### src/rtl/lifetime_pkg.sv
// lifetime_pkg: shared types and helpers for the muon-lifetime serial readout
package lifetime_pkg;
  typedef enum logic [1:0] {IDLE, START, DATA, STOP} state_t;
  localparam logic [7:0] OVF_MAX = 8'd255;
  function automatic int clks_per_bit(input int clk_hz, input int baud);
    return clk_hz / baud;
  endfunction
endpackage

### src/rtl/byte_fifo.sv
// byte_fifo: show-ahead byte buffer with registered full/empty flags
module byte_fifo #(
  parameter int DEPTH = 4
) (
  input  logic       clk,
  input  logic       reset,
  input  logic       wr_en,
  input  logic [7:0] wr_data,
  input  logic       rd_en,
  output logic [7:0] rd_data,
  output logic       full,
  output logic       empty
);
  localparam int AW = $clog2(DEPTH);
  logic [7:0] mem [DEPTH];
  logic [AW:0] wp, rp, wp_n, rp_n;
  logic push, pop;
  assign push = wr_en && !full;
  assign pop = rd_en && !empty;
  assign wp_n = wp + {{AW{1'b0}}, push};
  assign rp_n = rp + {{AW{1'b0}}, pop};
  assign rd_data = mem[rp[AW-1:0]];
  // flags are precomputed from next pointers so they come straight from flops
  always_ff @(posedge clk) begin
    if (reset) begin
      wp <= '0;
      rp <= '0;
      full <= 1'b0;
      empty <= 1'b1;
    end else begin
      wp <= wp_n;
      rp <= rp_n;
      full <= (wp_n ^ rp_n) == {1'b1, {AW{1'b0}}};
      empty <= wp_n == rp_n;
    end
  end
  always_ff @(posedge clk)
    if (push) mem[wp[AW-1:0]] <= wr_data;
endmodule

### src/rtl/serial_event_tx.sv
// serial_event_tx: buffers lifetime words and sends each as a UART 8N1 frame
module serial_event_tx
  import lifetime_pkg::*;
#(
  parameter int CLK_HZ = 50000000,
  parameter int BAUD = 115200,
  parameter int FIFO_DEPTH = 4
) (
  input  logic       clk,
  input  logic       reset,
  input  logic       send,
  input  logic [7:0] data,
  output logic       sendbusy,
  output logic       tx,
  output logic       tx_active,
  output logic [7:0] overflows
);
  localparam int CLKS_PER_BIT = clks_per_bit(CLK_HZ, BAUD);
  localparam logic [15:0] LAST = 16'(CLKS_PER_BIT - 1);
  state_t state, state_n;
  logic [15:0] cnt, cnt_n;
  logic [2:0] bit_idx, bit_idx_n;
  logic [7:0] shift, shift_n, rd_data;
  logic tx_n, rd_en, empty, wrap;
  byte_fifo #(.DEPTH(FIFO_DEPTH)) u_fifo (
    .clk(clk),
    .reset(reset),
    .wr_en(send),
    .wr_data(data),
    .rd_en(rd_en),
    .rd_data(rd_data),
    .full(sendbusy),
    .empty(empty)
  );
  assign wrap = cnt == LAST;
  assign tx_active = state != IDLE;
  always_comb begin
    state_n = state;
    cnt_n = wrap ? 16'd0 : cnt + 16'd1;
    bit_idx_n = bit_idx;
    shift_n = shift;
    tx_n = tx;
    rd_en = 1'b0;
    case (state)
      IDLE: begin
        cnt_n = 16'd0;
        if (!empty) begin
          rd_en = 1'b1;
          shift_n = rd_data;
          tx_n = 1'b0;
          state_n = START;
        end
      end
      START: if (wrap) begin
        bit_idx_n = 3'd0;
        tx_n = shift[0];
        state_n = DATA;
      end
      DATA: if (wrap) begin
        bit_idx_n = bit_idx + 3'd1;
        tx_n = (bit_idx == 3'd7) ? 1'b1 : shift[bit_idx + 3'd1];
        state_n = (bit_idx == 3'd7) ? STOP : DATA;
      end
      STOP: if (wrap) begin
        // chain straight into the next start bit when more bytes are queued
        rd_en = !empty;
        shift_n = empty ? shift : rd_data;
        tx_n = empty;
        state_n = empty ? IDLE : START;
      end
      default: state_n = IDLE;
    endcase
  end
  always_ff @(posedge clk) begin
    if (reset) begin
      state <= IDLE;
      cnt <= 16'd0;
      bit_idx <= 3'd0;
      shift <= 8'd0;
      tx <= 1'b1;
      overflows <= 8'd0;
    end else begin
      state <= state_n;
      cnt <= cnt_n;
      bit_idx <= bit_idx_n;
      shift <= shift_n;
      tx <= tx_n;
      if (send && sendbusy && overflows != OVF_MAX) overflows <= overflows + 8'd1;
    end
  end
endmodule

### config.mk
export PLATFORM = sky130hd
export DESIGN_NAME = serial_event_tx
export DESIGN_NICKNAME = d
export VERILOG_FILES = /design/src/rtl/lifetime_pkg.sv /design/src/rtl/byte_fifo.sv /design/src/rtl/serial_event_tx.sv
export SDC_FILE = /design/constraint.sdc
export NUM_CORES = 1
export LEC_CHECK = 0
export ABC_AREA = 1
export CAP_MARGIN = 20
export CORE_MARGIN = 1.5
export CORE_UTILIZATION = 59
export DETAILED_ROUTE_END_ITERATION = 8
export PLACE_DENSITY_LB_ADDON = 0.05
export SETUP_SLACK_MARGIN = 0.5
export SYNTH_ARGS = -nofsm -noshare
export SYNTH_HDL_FRONTEND = slang
export SYNTH_SLANG_ARGS = --single-unit
### constraint.sdc
create_clock -name clk -period 2.9 [get_ports clk]
set_clock_uncertainty 0.2 [all_clocks]
set_input_delay 0.29 -clock clk [delete_from_list [all_inputs] [get_ports clk]]
set_output_delay 0.29 -clock clk [all_outputs]
set_load 0.005 [all_outputs]
======== Word level (Yosys, flattened, before mapping) ========
Memory sizes are Yosys's and may differ from the RTL's. A register that Yosys moved wholly into a read port is not among the register bits.
Index checks and enable logic that the tools add are counted.
word-level totals
  memory bits (writable) .................. 32
  bits in read-only memories .............. 0
  memories kept ........................... 1
  bits in registers ....................... 46
  input port bits ......................... 11
  latch bits .............................. 0
memories
  memory      depth  width  rd ports  clocked after memory_dff  write ports  RTL line         text
  u_fifo.mem  4      8      1         1                         1            byte_fifo.sv:15  logic [7:0] mem [DEPTH];
operators by class
  shifts and indexed selects .............. 0
  add/subtract/negate cells ............... 5
  multipliers ............................. 0
  equal/unequal tests ..................... 12
  muxes and demuxes ....................... 27
  reduce and logical (&&, ||, !) cells .... 14
  divide/modulo/power cells ............... 0
  bitwise gates (word level) .............. 1
  order comparisons ....................... 1
operators by type and width
  cell                                                 count
  adder 16 x 1 -> 16 bit (second input constant)       1
  == test 16 x 9 -> 1 bit (second input constant)      1
  2-to-1 mux 8 bit                                     2
  case mux 8 bit (2 select lines)                      1
  2-to-1 mux 1 bit                                     12
  2-to-1 mux 2 bit                                     5
  adder 8 x 1 -> 8 bit (second input constant)         1
  inequality test 2 bit (second input constant)        4
  inequality test 8 bit (second input constant)        1
  case mux 2 bit (4 select lines)                      1
  adder 3 x 1 -> 3 bit                                 2
  == test 3 bit (second input constant)                2
  2-to-1 mux 3 bit                                     2
  case mux 3 bit (2 select lines)                      1
  nonzero test 2 bit                                   3
  == test 2 bit (second input constant)                2
  logical AND 1 bit                                    4
  < comparator 3 x 4 -> 1 bit (second input constant)  1
  case mux 1 bit (4 select lines)                      1
  AND reduction 4 bit                                  1
  adder 3 x 1 -> 3 bit (second input constant)         1
  binary-select mux 1 bit (select 3 bit)               1
  == test 3 bit                                        1
  AND reduction 3 bit                                  1
  7 further kinds                                      8

======== Longest topological paths before layout ========
Gate-level depths: netlist of run 1.
  depth after elaboration ................. 7
  depth in mapped cells ................... 14
  depth with buffers taken out ............ 14

======== Cells and area by module ========
Synthesis of run 1 repeated with hierarchy kept, for this count alone.
unflattened totals
  cell total of the unflattened synthesis .. 444
  area total of the unflattened synthesis .. 3697.3 um^2
by module, submodules not included
  module           cells each  sequential area each (um^2)  instances  area each (um^2)
  serial_event_tx  302         760.7                        1          2084.5
  byte_fifo        142         1121.1                       1          1612.8

======== Worst setup path after synthesis of run 1 ========
OpenSTA, ideal clock, no wires.
  path type ............................... reg-to-reg
  start ................................... register cnt[0]
  end ..................................... register u_fifo.full
  buffers on the path ..................... 0
  clock period less this slack ............ 2.147 ns
  data arrival time ....................... 1.883 ns
  setup time .............................. 0.064 ns
  path slack .............................. 0.753 ns
  stages on the path, launching flop included .. 14
  cells stage by stage .................... dfxtp_1 ha_1 nand2_1 nor2_2 nand4_2 nand2_1 nor3b_1 ha_1 ha_1 inv_1 nand2_1 a22oi_1 nand2_1 nor2_1
on the way
  word-level cells in the longest chain between the ends .. 7
RTL lines
  what                             RTL line               text
  from (decl)                      serial_event_tx.sv:21  logic [15:0] cnt, cnt_n;
  from (signal assigned)           serial_event_tx.sv:84  cnt <= cnt_n;
  == test 16 x 9 -> 1 bit          serial_event_tx.sv:35  assign wrap = cnt == LAST;
  2-to-1 mux 1 bit                 serial_event_tx.sv:64  STOP: if (wrap) begin
  case mux 1 bit (2 select lines)  serial_event_tx.sv:44  case (state)
  logical AND 1 bit                byte_fifo.sv:19        assign pop = rd_en && !empty;
  adder 3 x 1 -> 3 bit             byte_fifo.sv:21        assign rp_n = rp + {{AW{1'b0}}, pop};
  net u_fifo.rp_n[1]               byte_fifo.sv:16        logic [AW:0] wp, rp, wp_n, rp_n;
  bitwise XOR 3 bit                byte_fifo.sv:33        full <= (wp_n ^ rp_n) == {1'b1, {AW{1'b0}}};
  == test 3 bit                    byte_fifo.sv:33
  to (signal assigned)             byte_fifo.sv:33
  to (decl)                        byte_fifo.sv:11        output logic full,
The timed path passes the listed nets, and every way through them passes these cells.
A chain may end at the register's enable or synchronous reset.

======== Final worst setup path of run 1 ========
  start ................................... register state[0]
  end ..................................... register u_fifo.full
on the way
  word-level cells in the longest chain between the ends .. 6
  elaborated cells on any way between the ends .. 7
RTL lines
  what                                                       RTL line               text
  from (decl)                                                serial_event_tx.sv:20  state_t state, state_n;
  from (signal assigned)                                     serial_event_tx.sv:83  state <= state_n;
  == test 2 bit / logical NOT 2 bit (equally long branches)  serial_event_tx.sv:44
  case mux 1 bit (2 select lines) *                          serial_event_tx.sv:44
  logical AND 1 bit *                                        byte_fifo.sv:19
  adder 3 x 1 -> 3 bit *                                     byte_fifo.sv:21
  net u_fifo.rp_n[1]                                         byte_fifo.sv:16
  bitwise XOR 3 bit *                                        byte_fifo.sv:33
  == test 3 bit *                                            byte_fifo.sv:33
Mark *: on every way through the listed nets, which the timed path passes. The rest lies on a longest branch.

==> flow_summary_export.csv, run 1 <==
group,metric,value,unit
sta,fmax,439,MHz
sta,rsz0062_at_grt,"yes",
clocking,post_cts_buffers,0,
layout,layout.nets,491,
layout,final_common_cell,"nand2_1",
critical_path,cp_slowest_cell,"dfxtp_1",
placed_design,dp_hpwl,4.35,mm
sta,hold_viol,0,
critical_path,start_kind,"register",
synth,ys_seq_area_frac,0.517,
hold_path,hold_start,"cnt[0]",
sta,setup_slack,0.621,ns
layout,syn2layout_area_growth,14.2,%
critical_path,crit_type,"reg2reg",
sta,slew_headroom,0.591,
global_routing,grtUsageMet2,0.385,
sta,period_share,0.786,
die,die_w,81.5,um
global_routing,gr-max-usage-layer,"met2",
clocking,htree_num_levels,3,
flow_run,max_cap_violations,0,
detailed_routing,routed_via_density,5.08,
global_routing,met1_usage,0.225,
critical_path,r2r_slack,0.62,ns
global_routing,grt_pass1_wl,10.2,mm
sta,setup_tns,0,ns
detailed_routing,vias,2776,
synth,netlist_instances,438,
sta,finalSetupViolations,0,
detailed_routing,drt-total-wl,6.33,mm
critical_path,end_kind,"register",
critical_path,crit_fanout,4,
clocking,insertion_delay,0.35,ns
critical_path,arrival,2.37,ns
synth,synth-edff-count,32,
detailed_routing,drtIter0Drc,159,
critical_path,r2r_start,"state[0]",
die,die_h,81.5,um
clocking,cts_tree,"done",
sta,slew_viol_final,0,
synth,syn_avg_cell_area,8.31,um2
die,start_util,0.615,
critical_path,critPathMaxStageDelay,0.37,ns
clocking,ctsResizeCount,0,
synth,syn_area,3640,um2
global_routing,met3_usage,0.0433,
global_routing,grt_usage,0.208,
global_routing,grt_pass1_vias,2432,
placed_design,place_ws,0.520,ns
layout,n_fill_cell,481,
power_and_ir_drop,p_leak,0.00165,uW
detailed_routing,antenna_left,0,
detailed_routing,drc,0,
detailed_routing,wl_per_cell,11.6,um
die,dieArea,6650,um2
synth,yosysTopAreaCellShare,0.264,
synth,yosys.cell_types.count,35,
critical_path,cp-startpoint,"state[0]",
power_and_ir_drop,vdd.ir_drop.worst,0.000461,V
clocking,clock-sinks,78,
synth,ys.warnings.count,0,
synth,syn-num-nets,463,
hold_path,hold_class,"reg2reg",
synth,synth_area_leaders,"edfxtp_1 26%, dfxtp_1 25%, nand2_1 8.7%",
placed_design,place.gp.congestion,0.797,
critical_path,cp_cell_sequence,"inv_1 -> ha_1 -> inv_1 -> nand2_1 -> nor3b_2 -> ha_1 -> ha_1 -> inv_1 -> nand2_1 -> a22oi_2 -> nand2_1 -> nor2_1",
layout,final_cell_mix,"84 x nand2_1, 75 x nor2_1, 58 x inv_1, 45 x dfxtp_1, 32 x edfxtp_1",
synth,synth_top_area_cell,"edfxtp_1",
layout,layout-drive-gt1-share,0.0913,
run_status,status,"finished clean",
sta,worst_pin_slew,0.612,ns
layout,stdcell_area,4160,um2
die,core,5920,um2
clocking,postCtsHoldBufs,0,
die,pin_count,22,
layout,antenna_cells,0,
global_routing,overflow,0,
power_and_ir_drop,pwr_density_cell,717,nW/um2
global_routing,antenna_found_initial,0,
placed_design,placed_cell_area,3920,um2
clocking,clk_path_buf_depth,2,
layout,final_util,0.702,
synth,synth_seq_cells,78,
die,std_cell_rows,28,
clocking,cts_buffers,9,
synth,async_reset_ff_frac,0,
detailed_routing,dr.pass1.iters,4,
synth,synth_ff_type,"dfxtp_1",
global_routing,grt_max_degree,20,
placed_design,io_buffer_count,21,
sta,layout_min_cycle_time,2.28,ns
critical_path,cp.required,3.00,ns
clocking,clockRootBuffer,"clkbuf_8",
clocking,path_clk_slew,0.08,ns
==> worst paths after layout <==
kind,endpoint,cells past startpoint
hold / removal,cnt[0],1
hold reg to reg,cnt[0],1
setup reg to reg,u_fifo.full,12
setup / recovery,u_fifo.full,12
==> worst max-delay path, delay by kind of cell, from the launching register on <==
kind                     cells  cell delay [ns]
adder cells (fa/ha/maj)      3             0.70
buffers and inverters        3             0.31
AO/OA/AOI/OAI                1             0.18
flip-flops                   1             0.37
AND/OR/NAND/NOR              5             0.45
==> metal layers <==
layer  up-vias  part of all wire  routed length, um
li1       1457                 -                  -
met1      1264              0.46               2890
met2        43              0.49               3110
met3        12             0.032                203
met4         0             0.020                129
met5         -                 0                  0
==> kinds of logic after synthesis <==
group           synth area share
xor+xnor                  0.0144
compound gates            0.0746
fa+ha+maj                 0.0481
flops                      0.517
buf+inv                   0.0801
simple gates               0.265
==> Yosys cell counts, types with 2 or more instances <==
library cell and instances:
o21ai_1 4, a21oi_1 19, clkinv_1 2, nor2_1 75
nand2_1 84, edfxtp_1 32, nor3b_1 3, xor2_1 3
o21ai_0 27, nand3_1 16, nand3_2 4, clkbuf_1 3
inv_2 2, nand2_2 6, ha_1 14, dfxtp_1 46
inv_1 58, nor2_2 4, xnor2_1 3, nor3_1 9
nand4_1 6, nand3b_1 2, buf_2 4
==> state kept, by name (all words and copies together), names as in the netlist <==
signal	cells
u_fifo.mem	32
cnt	16
overflows	8
shift	8
bit_idx	3
u_fifo.rp	3
u_fifo.wp	3
state	2
tx	1
u_fifo.empty	1
u_fifo.full	1
==> final cells by class <==
cell class	count	area, um2	area share
tap	75	93.8	0.0226
inverter	62	233	0.0560
clock buffer	11	131	0.0316
timing repair buffer	26	248	0.0596
multi-input combinational	289	1480	0.357
clock inverter	5	83.8	0.0202
sequential	78	1880	0.453
==> report_power, final <==
group | internal, uW | switching, uW | total, uW
clock | 487 | 389 | 876
combinational | 289 | 448 | 736
sequential | 1260 | 105 | 1370
==> through the flow <==
stage | total power (uW) | std cells | hold slack [ns]
finish | 2980 | 546 | 0.256
global placement | 2090 | 530 | 0.247
global route | 3160 | 546 | 0.268
detailed placement | 2110 | 530 | 0.255
floorplan | 1960 | 438 | 0.185
CTS | 2980 | 546 | 0.267
Note: power is estimated with default switching activity, not from simulation.
==> inputs of run 2 (changes only) <==
--- a/config.mk
+++ b/config.mk
@@ -8,7 +8,7 @@
 export ABC_AREA = 1
 export CAP_MARGIN = 20
 export CORE_MARGIN = 1.5
-export CORE_UTILIZATION = 59
+export CORE_UTILIZATION = 53
 export DETAILED_ROUTE_END_ITERATION = 8
 export PLACE_DENSITY_LB_ADDON = 0.05
 export SETUP_SLACK_MARGIN = 0.5
==> constraint.sdc (replaced) <==
create_clock -name clk -period 1.9 [get_ports clk]
set_clock_uncertainty 0.2 [all_clocks]
set_input_delay 0.19 -clock clk [delete_from_list [all_inputs] [get_ports clk]]
set_output_delay 0.19 -clock clk [all_outputs]
set_load 0.005 [all_outputs]
==> flow_summary_export.csv, run 2 (synthesized netlist as in run 1, its figures left out) <==
group,metric,value,unit
detailed_routing,drtIter0Drc,177,
power_and_ir_drop,switchingPower,1940,uW
clocking,cts_tree,"done",
critical_path,arrival,2.24,ns
global_routing,grt_max_degree,17,
global_routing,overflow,0,
layout,layout.nets,565,
hold_path,hold_class,"in2reg",
critical_path,cp_slowest_cell,"dfxtp_2",
die,pin_count,22,
critical_path,r2r_slack,-0.24,ns
sta,period_share,1.13,
sta,finalSetupViolations,3,
global_routing,met1_usage,0.260,
global_routing,grt_pass1_vias,2922,
global_routing,grt_pass1_wl,12.7,mm
detailed_routing,dr.pass1.iters,5,
detailed_routing,vias,3283,
layout,antenna_cells,0,
power_and_ir_drop,vdd.ir_drop.worst,0.000559,V
power_and_ir_drop,pwr_density_cell,1030,nW/um2
layout,layout-drive-gt1-share,0.413,
sta,slew_headroom,0.707,
layout,final_cell_mix,"70 x nand2_1, 57 x nor2_1, 53 x buf_4, 46 x inv_1, 32 x edfxtp_1",
detailed_routing,routed_via_density,5.25,
layout,final_common_cell,"nand2_1",
placed_design,place_ws,-0.238,ns
power_and_ir_drop,pwr-share-comb,0.406,
layout,multi_input_area,1990,um2
critical_path,cp.required,2.00,ns
die,std_cell_rows,30,
clocking,clockRootBuffer,"clkbuf_8",
sta,setup_slack,-0.241,ns
clocking,path_clk_slew,0.08,ns
run_status,violations,"setup timing",
power_and_ir_drop,clock_power_share,0.219,
critical_path,cp_cell_sequence,"ha_4 -> inv_2 -> nor2_4 -> nand4_4 -> nand2_2 -> nor3b_2 -> ha_2 -> ha_4 -> inv_4 -> nand2_2 -> a22oi_2 -> nand2_1 -> nor2_1",
die,dieArea,7370,um2
clocking,cts_buffers,9,
die,core,6720,um2
detailed_routing,antenna_left,0,
placed_design,place.gp.congestion,0.895,
global_routing,grtUsageMet2,0.399,
sta,hold_viol,0,
placed_design,io_buffer_count,21,
power_and_ir_drop,swShare,0.350,
global_routing,met3_usage,0.0395,
critical_path,crit_type,"reg2reg",
critical_path,critPathMaxStageDelay,0.37,ns
critical_path,cp_top_family,"simple AND/OR/NAND/NOR gates",
power_and_ir_drop,p_int,3590,uW
detailed_routing,drt-total-wl,9.30,mm
die,start_util,0.542,
detailed_routing,wl_per_cell,14.9,um
sta,rsz0062_at_grt,"yes",
sta,layout_min_cycle_time,2.14,ns
die,die_w,85.9,um
layout,largest_register_ffs,32,
critical_path,crit_fanout,2,
run_status,status,"finished with violations",
placed_design,dp_hpwl,5.02,mm
sta,fmax,467,MHz
clocking,clock-sinks,78,
die,die_h,85.9,um
clocking,insertion_delay,0.35,ns
critical_path,path_buf_inv,2,
sta,worst_pin_slew,0.435,ns
power_and_ir_drop,seqPwrFrac,0.375,
layout,n_fill_cell,423,
global_routing,antenna_found_initial,0,
critical_path,end_kind,"register",
flow_run,max_cap_violations,0,
clocking,clk_path_buf_depth,2,
power_and_ir_drop,p_leak,0.00218,uW
global_routing,grt_usage,0.223,
layout,syn2layout_area_growth,47.3,%
sta,setup_tns,-0.668,ns
layout,ff_latch_area,1920,um2
clocking,postCtsHoldBufs,0,
clocking,htree_num_levels,3,
detailed_routing,drc,0,
critical_path,start_kind,"register",
sta,slew_viol_final,0,
global_routing,gr-max-usage-layer,"met2",
==> run 2: changes by cell type in the layout (fill, tap and decap cells not counted), sizes merged, moves of 2 or more <==
cell	before	now
buf	5	77
clkdlybuf4s50	21	12
dlygate4sd2	0	8
clkinvlp	2	4
==> run 2: final timing paths <==
check / to / depth (start not counted) / startpoint
max: u_fifo.full / 13 / state[1]
min: u_fifo.mem[1][2] / 1 / data[2]
max reg2reg: u_fifo.full / 13 / state[1]
min reg2reg: bit_idx[1] / 2 / bit_idx[1]
==> run 2: final cells by class <==
cell class	instances	share of cell area
clock buffer	9	0.0231
inverter	62	0.0481
multi-input combinational	291	0.371
tap	80	0.0187
timing repair buffer	98	0.169
clock inverter	7	0.0121
sequential	78	0.358
==> run 2: repair_timing <==
action,CTS,global route
resized for setup,73,85
pin swaps,30,36
setup endpoints to repair,88,80
cloned,1,1
buffers inserted,15,20
==> run 2: metal layers <==
metal,vias to the layer above,share of wire
met5,-,0
met4,0,0.038
met3,29,0.034
met2,89,0.52
met1,1552,0.40
li1,1613,-
==> run 2: metrics by stage <==
step / utilization / cell area (um2) / cells / hold slack [ns] / total power [uW]
after floorplan: - / 3760 / 438 / 0.0855 / 3060
after CTS: 0.731 / 4910 / 604 / 0.257 / 4880
after global placement: 0.651 / 4380 / 572 / 0.247 / 3470
final: 0.798 / 5360 / 625 / 0.265 / 5530
after detailed placement: 0.651 / 4380 / 572 / 0.254 / 3510
after global routing: 0.798 / 5360 / 625 / 0.280 / 5850
==> run 2: power by group through the flow <==
stage | Clock (uW) | Sequential [uW] | Combinational (uW)
6_report | 1210 | 2070 | 2250
4_1_cts | 1210 | 2050 | 1630
2_1_floorplan | 0 | 2060 | 1000
3_5_place_dp | 0 | 2070 | 1440
5_1_grt | 1300 | 2090 | 2460
3_3_place_gp | 0 | 2060 | 1410
==> inputs of run 3 (changes only) <==
--- a/config.mk
+++ b/config.mk
@@ -11,6 +11,7 @@
 export CORE_UTILIZATION = 53
 export DETAILED_ROUTE_END_ITERATION = 8
 export PLACE_DENSITY_LB_ADDON = 0.05
+export RECOVER_POWER = 25
 export SETUP_SLACK_MARGIN = 0.5
 export SYNTH_ARGS = -nofsm -noshare
 export SYNTH_HDL_FRONTEND = slang
==> flow_summary_export.csv, run 3 (synthesized netlist as in run 1, its figures left out) <==
group,metric,value,unit
run_status,status,"finished with violations",
run_status,violations,"setup timing",
detailed_routing,antenna_left,0,
critical_path,arrival,2.24,ns
power_and_ir_drop,pwr-share-comb,0.406,
detailed_routing,dr.pass1.iters,5,
critical_path,r2r_cells,13,
hold_path,hold_class,"reg2reg",
power_and_ir_drop,pwr_density_cell,1030,nW/um2
layout,layout.nets,565,
layout,final_util,0.798,
placed_design,placed_cell_area,4380,um2
critical_path,cp_top_family,"simple AND/OR/NAND/NOR gates",
placed_design,place.gp.congestion,0.895,
sta,hold_viol,0,
detailed_routing,vias,3299,
placed_design,dp_hpwl,5.02,mm
die,die_h,85.9,um
critical_path,critPathMaxStageDelay,0.37,ns
sta,layout_min_cycle_time,2.14,ns
clocking,clk_path_buf_depth,2,
power_and_ir_drop,swShare,0.351,
clocking,postCtsHoldBufs,0,
global_routing,met3_usage,0.0395,
power_and_ir_drop,p_leak,0.00218,uW
global_routing,met1_usage,0.260,
global_routing,grt_pass1_vias,2922,
layout,layout-drive-gt1-share,0.413,
clocking,clockRootBuffer,"clkbuf_8",
layout,final_common_cell,"nand2_1",
layout,largest_register_ffs,32,
sta,fmax,467,MHz
critical_path,r2r_start,"state[1]",
power_and_ir_drop,vdd.ir_drop.worst,0.000557,V
critical_path,r2r_slack,-0.24,ns
global_routing,gr-max-usage-layer,"met2",
clocking,clock-sinks,78,
die,dieArea,7370,um2
sta,period_share,1.13,
sta,worst_pin_slew,0.436,ns
sta,setup_tns,-0.668,ns
sta,hold_ws,0.268,ns
detailed_routing,wl_per_cell,14.9,um
sta,setup_slack,-0.241,ns
global_routing,grt_usage,0.223,
layout,final_cell_mix,"70 x nand2_1, 57 x nor2_1, 53 x buf_4, 46 x inv_1, 32 x edfxtp_1",
sta,slew_headroom,0.707,
critical_path,cp_cell_sequence,"ha_4 -> inv_2 -> nor2_4 -> nand4_4 -> nand2_2 -> nor3b_2 -> ha_2 -> ha_4 -> inv_4 -> nand2_2 -> a22oi_2 -> nand2_1 -> nor2_1",
critical_path,start_kind,"register",
layout,stdcell_area,5360,um2
global_routing,grtUsageMet2,0.399,
critical_path,cp_slowest_cell,"dfxtp_2",
detailed_routing,drtIter0Drc,175,
sta,slew_viol_final,0,
die,pin_count,22,
global_routing,grt_max_degree,17,
critical_path,crit_end,"u_fifo.full",
die,std_cell_rows,30,
clocking,cts_buffers,9,
sta,rsz0062_at_grt,"yes",
critical_path,path_buf_inv,2,
power_and_ir_drop,switchingPower,1940,uW
power_and_ir_drop,p_int,3590,uW
layout,antenna_cells,0,
clocking,path_clk_slew,0.08,ns
detailed_routing,drt-total-wl,9.33,mm
clocking,insertion_delay,0.35,ns
layout,syn2layout_area_growth,47.3,%
global_routing,antenna_found_initial,0,
critical_path,end_kind,"register",
die,die_w,85.9,um
global_routing,overflow,0,
critical_path,cp.required,2.00,ns
power_and_ir_drop,seqPwrFrac,0.375,
critical_path,crit_fanout,2,
global_routing,grt_pass1_wl,12.7,mm
placed_design,io_buffer_count,21,
critical_path,path_depth,13,
sta,finalSetupViolations,3,
detailed_routing,routed_via_density,5.28,
clocking,cts_tree,"done",
layout,n_fill_cell,423,
critical_path,r2r-end,"u_fifo.full",
die,start_util,0.542,
clocking,htree_num_levels,3,
critical_path,crit_type,"reg2reg",
die,core,6720,um2
critical_path,cp-startpoint,"state[1]",
detailed_routing,drc,0,
flow_run,max_cap_violations,0,
power_and_ir_drop,clock_power_share,0.219,
==> run 3: cell types whose count changed in the layout (fill, tap and decap cells not counted), sizes merged <==
cell           before  now
dlygate4sd3         0    8
clkdlybuf4s50      12    4
==> run 3: how the worst min path moves through the flow <==
stage                     cells past startpoint        from                to
after global routing                          2  bit_idx[1]        bit_idx[1]
after floorplan                               2       reset                tx
after global placement                        2     cnt[13]           cnt[13]
final                                         2  bit_idx[1]        bit_idx[1]
after CTS                                     1     data[2]  u_fifo.mem[1][2]
after detailed placement                      2     cnt[14]           cnt[14]
==> run 3: worst register-to-register path: stages, from the launching register on <==
cell	delay [ns]
dfxtp_2	0.37
ha_4	0.14
inv_2	0.06
nor2_4	0.16
nand4_4	0.12
nand2_2	0.06
nor3b_2	0.16
ha_2	0.21
ha_4	0.20
inv_4	0.05
nand2_2	0.05
a22oi_2	0.16
nand2_1	0.07
nor2_1	0.09
==> run 3: power groups by stage <==
stage                     sequential (uW)  combinational, uW  clock (uW)
after CTS                            2050               1630        1210
after global routing                 2090               2460        1300
after detailed placement             2070               1440           0
after floorplan                      2060               1000           0
final                                2070               2240        1210
after global placement               2060               1410           0
==> run 3: layout make-up <==
cell class / instances / area, um2 / share of cell area
repair buffers: 98 / 905 / 0.169
inverters: 62 / 258 / 0.0481
clock inverters: 7 / 65.1 / 0.0121
flip-flops and latches: 78 / 1920 / 0.358
clock buffers: 9 / 124 / 0.0231
well taps: 80 / 100 / 0.0187
multi-input cells: 291 / 1990 / 0.371
==> run 3: per-stage QoR <==
step | worst slack (ns) | power (uW) | instances
after floorplan | -0.129 | 3060 | 438
after global placement | -0.212 | 3470 | 572
after detailed placement | -0.238 | 3510 | 572
after CTS | -0.250 | 4880 | 604
after global routing | -0.365 | 5850 | 625
final | -0.241 | 5520 | 625
==> run 3: timing repair <==
item / 4_1_cts / 5_1_grt
pin swaps: 30 / 36
endpoints found under the setup margin: 88 / 80
resized for setup: 73 / 85
gates cloned: 1 / 1
setup buffers: 15 / 20
==> run 3: metal layers <==
layer,up-vias,part of all wire
met4,0,0.038
li1,1616,-
met3,29,0.034
met1,1565,0.40
met5,-,0
met2,89,0.53
